[src/rtl/mailbox_fifo_unit.sv]
// Multi-channel mailbox: one message FIFO per channel with threshold, drain and
// error interrupts, exposed on the register bus as a 256-byte window per channel.
package mailbox_fifo_unit_pkg;
   typedef struct packed {
      logic        valid;
      logic        write;
      logic [31:0] addr;
      logic [31:0] wdata;
      logic [3:0]  wstrb;
   } reg_req_t;

   typedef struct packed {
      logic        ready;
      logic [31:0] rdata;
      logic        error;
   } reg_rsp_t;
endpackage

module mailbox_fifo_unit #(
   parameter type reg_req_t = mailbox_fifo_unit_pkg::reg_req_t,
   parameter type reg_rsp_t = mailbox_fifo_unit_pkg::reg_rsp_t,
   parameter int  NumMbox   = 4,
   parameter int  Depth     = 8,
   parameter int  DataWidth = 32
) (
   input  logic               clk_i,
   input  logic               rst_i,
   input  reg_req_t           reg_req_i,
   output reg_rsp_t           reg_rsp_o,
   output logic [NumMbox-1:0] rcv_irq_o,
   output logic [NumMbox-1:0] snd_irq_o,
   output logic [NumMbox-1:0] err_irq_o
);
   localparam int PtrW = (Depth > 1) ? $clog2(Depth) : 1;
   localparam int LvlW = $clog2(Depth + 1);
   localparam int ChW  = (NumMbox > 1) ? $clog2(NumMbox) : 1;
   localparam logic [LvlW-1:0] Full = LvlW'(Depth);

   localparam logic [7:0] OffPush   = 8'h00;
   localparam logic [7:0] OffPop    = 8'h04;
   localparam logic [7:0] OffPeek   = 8'h08;
   localparam logic [7:0] OffStatus = 8'h0C;
   localparam logic [7:0] OffThresh = 8'h10;
   localparam logic [7:0] OffIrqEn  = 8'h14;
   localparam logic [7:0] OffIrqSt  = 8'h18;
   localparam logic [7:0] OffFlush  = 8'h1C;

   if (NumMbox < 1 || NumMbox > 128) begin : g_bad_num_mbox
      $fatal(1, "mailbox_fifo_unit: NumMbox must be 1..128");
   end
   if (Depth < 2 || Depth > 256 || (Depth & (Depth - 1)) != 0) begin : g_bad_depth
      $fatal(1, "mailbox_fifo_unit: Depth must be a power of two in 2..256");
   end
   if (DataWidth < 1 || DataWidth > 32) begin : g_bad_width
      $fatal(1, "mailbox_fifo_unit: DataWidth must be 1..32");
   end

   logic [DataWidth-1:0] mem    [NumMbox][Depth];
   logic [PtrW-1:0]      rptr   [NumMbox];
   logic [PtrW-1:0]      wptr   [NumMbox];
   logic [LvlW-1:0]      level  [NumMbox];
   logic [8:0]           thresh [NumMbox];
   logic [2:0]           en     [NumMbox];
   logic [3:0]           stat   [NumMbox];

   logic [8:0]           thresh_nxt [NumMbox];
   logic [2:0]           en_nxt     [NumMbox];
   logic [3:0]           stat_nxt   [NumMbox];
   logic [NumMbox-1:0]   hit, push, pop, flush;

   logic [7:0]     ch, off;
   logic [ChW-1:0] idx;
   logic           ch_ok, off_ok, acc, wr, rd;
   logic [31:0]    rdata;
   logic           unused_bits;

   assign ch     = reg_req_i.addr[15:8];
   assign off    = reg_req_i.addr[7:0];
   assign idx    = ch[ChW-1:0];
   assign ch_ok  = 32'(ch) < NumMbox;
   assign off_ok = (off[1:0] == 2'b00) && (off <= OffFlush);
   assign acc    = reg_req_i.valid && ch_ok && off_ok && !rst_i;
   assign wr     = reg_req_i.write;
   assign rd     = !reg_req_i.write;

   assign unused_bits = ^{reg_req_i.addr[31:16], reg_req_i.wstrb[3:2]};

   // Per-channel next state; set conditions are OR-ed in last so they beat W1C.
   always_comb begin
      hit   = '0;
      push  = '0;
      pop   = '0;
      flush = '0;
      for (int i = 0; i < NumMbox; i++) begin
         thresh_nxt[i] = thresh[i];
         en_nxt[i]     = en[i];
         stat_nxt[i]   = stat[i];
         hit[i]   = acc && (ch == 8'(i));
         push[i]  = hit[i] && wr && (off == OffPush) && (level[i] != Full);
         pop[i]   = hit[i] && rd && (off == OffPop) && (level[i] != '0);
         flush[i] = hit[i] && wr && (off == OffFlush) && reg_req_i.wdata[0];
         if (hit[i] && wr && (off == OffThresh)) begin
            if (reg_req_i.wstrb[0]) thresh_nxt[i][7:0] = reg_req_i.wdata[7:0];
            if (reg_req_i.wstrb[1]) thresh_nxt[i][8]   = reg_req_i.wdata[8];
         end
         if (hit[i] && wr && (off == OffIrqEn) && reg_req_i.wstrb[0])
            en_nxt[i] = reg_req_i.wdata[2:0];
         if (hit[i] && wr && (off == OffIrqSt))
            stat_nxt[i] = stat[i] & ~reg_req_i.wdata[3:0];
         stat_nxt[i] = stat_nxt[i] | {
            hit[i] && rd && (off == OffPop) && (level[i] == '0),
            hit[i] && wr && (off == OffPush) && (level[i] == Full),
            pop[i] && (level[i] == LvlW'(1)),
            (thresh[i] != 9'd0) && (9'(level[i]) >= thresh[i])
         };
      end
   end

   // Read data is taken straight from current state; out-of-window accesses return 0.
   always_comb begin
      rdata = '0;
      if (acc && rd) begin
         case (off)
            OffPop, OffPeek: if (level[idx] != '0) rdata = 32'(mem[idx][rptr[idx]]);
            OffStatus: begin
               rdata[8:0] = 9'(level[idx]);
               rdata[16]  = (level[idx] == '0);
               rdata[17]  = (level[idx] == Full);
            end
            OffThresh: rdata[8:0] = thresh[idx];
            OffIrqEn:  rdata[2:0] = en[idx];
            OffIrqSt:  rdata[3:0] = stat[idx];
            default:   rdata = '0;
         endcase
      end
      reg_rsp_o       = '0;
      reg_rsp_o.ready = 1'b1;
      reg_rsp_o.rdata = rdata;
      reg_rsp_o.error = reg_req_i.valid && !rst_i && !(ch_ok && off_ok);
   end

   always_ff @(posedge clk_i) begin
      for (int i = 0; i < NumMbox; i++) begin
         if (push[i]) mem[i][wptr[i]] <= reg_req_i.wdata[DataWidth-1:0];
      end
   end

   // Interrupt lines are loaded from the next stat/en so they follow the flags with no extra lag.
   always_ff @(posedge clk_i) begin
      if (rst_i) begin
         for (int i = 0; i < NumMbox; i++) begin
            rptr[i]   <= '0;
            wptr[i]   <= '0;
            level[i]  <= '0;
            thresh[i] <= 9'd1;
            en[i]     <= '0;
            stat[i]   <= '0;
         end
         rcv_irq_o <= '0;
         snd_irq_o <= '0;
         err_irq_o <= '0;
      end else begin
         for (int i = 0; i < NumMbox; i++) begin
            if (flush[i]) begin
               rptr[i]  <= '0;
               wptr[i]  <= '0;
               level[i] <= '0;
            end else if (push[i]) begin
               wptr[i]  <= wptr[i] + 1'b1;
               level[i] <= level[i] + 1'b1;
            end else if (pop[i]) begin
               rptr[i]  <= rptr[i] + 1'b1;
               level[i] <= level[i] - 1'b1;
            end
            thresh[i]    <= thresh_nxt[i];
            en[i]        <= en_nxt[i];
            stat[i]      <= stat_nxt[i];
            rcv_irq_o[i] <= stat_nxt[i][0] & en_nxt[i][0];
            snd_irq_o[i] <= stat_nxt[i][1] & en_nxt[i][1];
            err_irq_o[i] <= (stat_nxt[i][2] | stat_nxt[i][3]) & en_nxt[i][2];
         end
      end
   end
endmodule

[config.mk]
export PLATFORM = sky130hd
export DESIGN_NAME = mailbox_fifo_unit
export DESIGN_NICKNAME = d
export VERILOG_FILES = /design/src/rtl/mailbox_fifo_unit.sv
export SDC_FILE = /design/constraint.sdc
export NUM_CORES = 1
export LEC_CHECK = 0
export ABC_CLOCK_PERIOD_IN_PS = 14700
export CORE_ASPECT_RATIO = 0.7
export CORE_UTILIZATION = 40
export DETAILED_ROUTE_END_ITERATION = 6
export SYNTH_ARGS = -nofsm -noshare
export SYNTH_HDL_FRONTEND = slang
export SYNTH_SLANG_ARGS = --single-unit
[constraint.sdc]
create_clock -name clk_i -period 14.7 [get_ports clk_i]
set_input_delay 4.41 -clock clk_i [delete_from_list [all_inputs] [get_ports clk_i]]
set_output_delay 4.41 -clock clk_i [all_outputs]
set_load 0.02 [all_outputs]
==> summary.md <==
| Metric | Value |
|---|---|
| Final setup viols | `0` |
| Post-synth EDFFs | `1064` |
| CTS clk-pin slew, worst paths | `around 0.06 ns` |
| Layout cells sized above 1 | `0.208` |
| IO buf count | `approximately 100` |
| Setup crit start | `reg_req_i[44]` |
| Cells after Synth | `2422` |
| Critical path required time | `approximately 10 ns` |
| Vias post-DR | `~24000` |
| TNS Setup | `0 ns` |
| FF-to-FF setup slack | `between 10 and 15 ns` |
| Unrepaired setup endpoints after global routing | `no` |
| Crit path DAT | `around 8.8 ns` |
| Total Wirelength | `112 mm` |
| Yosys reg bits | `approximately 1100` |
| Top FF cell, synth | `edfxtp_1` |
| Max Cap Violations | `0` |
| Resize count post-CTS | `0` |
| Fmax | `around 0.076 GHz` |
| Post-DP HPWL | `between 50 and 60 mm` |
| Part of the power in registers | `0.532` |
| Starting density of the core | `0.406` |
| Measured slew at the worst slew-check pin | `1.29 ns` |
| Critical path peak fanout | `about 80` |
| Largest net degree at the start of global routing | `125` |
| Layout Nets | `approximately 2700` |
| Ys Warns | `0` |
| Synth cell count leaders | `edfxtp_1 (1064), mux4_2 (277), nor2_1 (113)` |
| Die area | `~120000 µm²` |
| End point of the critical path | `reg_rsp_o[1]` |
| Worst r2r path cells | `7` |
| Design area | `52500 µm²` |
| Critical path class | `in2out` |
| Leading area contributor after synthesis | `edfxtp_1` |
| Vias in the first global route | `around 24000` |
| First drt pass iteration count | `5` |
| Gr ovfl total | `0` |
| Yosys top cell area share | `0.695` |
| Post-DRT Antenna Nets | `0` |
| DR WL/cell | `26.9 µm` |
| Clk Latency, worst-skew pair | `approximately 0.7 ns` |
| Internal Pwr Total | `5290 µW` |
| CTS Buf Count | `about 110` |
| CP Capture Type | `output port` |
| Post-Syn Area | `46000 µm²` |
| Core area | `between 100000 and 150000 µm²` |
| Total power | `around 6700 µW` |
| Die X | `a little over 400 µm` |
| Mapped Avg Cell Area | `roughly 19 µm²` |
| # H-tree levels | `3` |
| RR Endpoint | `mem[2][53]$_DFFE_PP_` |
| FP Rows | `103` |
| Ys async rst share | `0` |
| Top cells by area, synth | `edfxtp_1 (70%), mux4_2 (14%), dfxtp_1 (3.3%)` |
| Status | `complete, no violations` |
| Clock share of power | `0.420` |
| Max Slew Vio Count | `0` |
| # DRC | `0` |
| First-pass GRT wire length | `164 mm` |
| Comb pwr share | `0.048` |
| Hold Crit Class | `reg2reg` |
| Switching Fraction | `0.209` |
| FF-to-FF Start | `level[2][0]$_SDFFCE_PN0P_` |
| RD Place Congestion | `~0.87` |
| Leakage | `0.0164 µW` |
| Min cycle time layout | `between 10 and 15 ns` |
| DR iter-0 viols | `about 2600` |
| Fin crit share | `0.898` |
| Area of the multi-input gates | `approximately 12000 µm²` |
| CTS Hold Buffers Added | `0` |
| Placement-stage cell area | `about 49000 µm²` |
| Height of the die | `between 200 and 300 µm` |
| Tot GR Track Use | `0.192` |
| CTS tree | `yes` |
| Register area | `around 33000 µm²` |
| Net Sw Power | `about 1400 µW` |
| Post-synth cell types | `57` |
| Fill cells | `9400` |
| Clk sinks | `approximately 1100` |
| Setup bufs post-CTS | `0` |
| Worst vdd ir | `between 100 and 150 µV` |
| Vias per cell | `between 5 and 6` |
| Clk root buf | `clkbuf_16` |
| Syn Nets | `approximately 2500` |
| Area growth from synthesis to layout | `14.2%` |
| Slew HR | `0.137` |
| Most frequent cell after synthesis | `edfxtp_1` |
| Clk buf depth | `3` |
| PD cells | `around 130 nW/µm²` |
| Post-synthesis sequential area ratio | `0.728` |
| Worst Setup Start Kind | `primary input` |
| Final Hold Vio Count | `0` |
| Clock Skew | `approximately 0.03 ns` |
| Top Ports | `about 120` |
| Initial antenna violation count | `1` |
[placed cells by master, fill, tap and decap left out, types with 21 or more instances in the layout]
cell,Yosys,routed
a21oi_1,102,102
clkbuf_1,75,21
inv_1,28,28
nor2b_1,79,79
buf_4,4,60
ha_1,36,36
nand2_1,62,61
o21ai_0,24,24
clkbuf_16,0,110
nor2_1,113,103
a211oi_1,97,97
mux4_2,277,275
mux2i_1,103,103
edfxtp_1,1064,1064
clkdlybuf4s50_1,0,95
dfxtp_1,76,76
[routing by layer]
metal | global-route usage | vias to the layer above | share of wire
met3 | 0.0341 | 148 | 0.068
met2 | 0.303 | 822 | 0.47
met1 | 0.280 | 12600 | 0.45
li1 | - | 10200 | -
met5 | 0 | - | 0.00012
met4 | 0.0403 | 2 | 0.016
[area by class of cell]
type | count | share of cell area
well taps | 1522 | 0.0363
flip-flops and latches | 1140 | 0.638
multi-input cells | 1111 | 0.228
clock inverters | 61 | 0.0127
repair buffers | 160 | 0.0281
inverters | 28 | 0.00200
clock buffers | 134 | 0.0548
diodes | 1 | 0.0000477
[worst max-delay path, cell delays in order]
cell	delay, ns
buf_8	0.63
mux4_4	1.11
buf_4	0.48
a211oi_1	0.08
a211oi_1	0.30
a21oi_1	0.08
o21ai_0	0.77
clkdlybuf4s50_1	0.77
[registers in the layout, summed over array words and instances, names as in the netlist]
register	flops
rptr	12
wptr	12
mem	1024
snd_irq_o	4
rcv_irq_o	4
en	12
err_irq_o	4
stat	16
thresh	36
level	16
[power groups by stage]
stage / registers, µW / clock network [µW] / logic (µW)
floorplan: 3620 / 0 / 205
global placement: 3630 / 0 / 317
detailed placement: 3630 / 0 / 326
CTS: 3560 / 2860 / 327
global route: 3560 / 2970 / 349
finish: 3560 / 2810 / 322
[per-stage QoR]
step | hold slack [ns] | setup slack [ns] | util | instances
floorplan | 0.436 | 3.25 | - | 2422
global placement | 0.461 | 1.54 | 0.432 | 3961
detailed placement | 0.467 | 1.51 | 0.432 | 3961
CTS | 0.476 | 1.50 | 0.463 | 4156
global route | 0.491 | 1.32 | 0.463 | 4156
finish | 0.478 | 1.50 | 0.463 | 4157
[worst min-delay path by stage]
stage          slack, ns                   endpoint  cells after the start                 startpoint
2_1_floorplan       0.44  thresh[3][5]$_SDFFE_PP0P_                      2  thresh[3][5]$_SDFFE_PP0P_
3_5_place_dp        0.47  thresh[3][4]$_SDFFE_PP0P_                      2  thresh[3][4]$_SDFFE_PP0P_
6_report            0.48  thresh[3][4]$_SDFFE_PP0P_                      2  thresh[3][4]$_SDFFE_PP0P_
5_1_grt             0.49  thresh[3][4]$_SDFFE_PP0P_                      2  thresh[3][4]$_SDFFE_PP0P_
4_1_cts             0.48  thresh[3][4]$_SDFFE_PP0P_                      2  thresh[3][4]$_SDFFE_PP0P_
3_3_place_gp        0.46  thresh[3][4]$_SDFFE_PP0P_                      2  thresh[3][4]$_SDFFE_PP0P_
[cells by family after synthesis]
family | count (synthesis) | synth area share
AOI/OAI and AO/OA | 294 | 0.0412
other | 1 | 0.0000816
muxes | 383 | 0.159
DFF | 1140 | 0.728
xor gates and xnor gates | 8 | 0.00152
and+or+nand+nor | 389 | 0.0445
adders and majority gates | 36 | 0.00980
buffers and inverters | 171 | 0.0158
(Power assumes the default switching activity.)
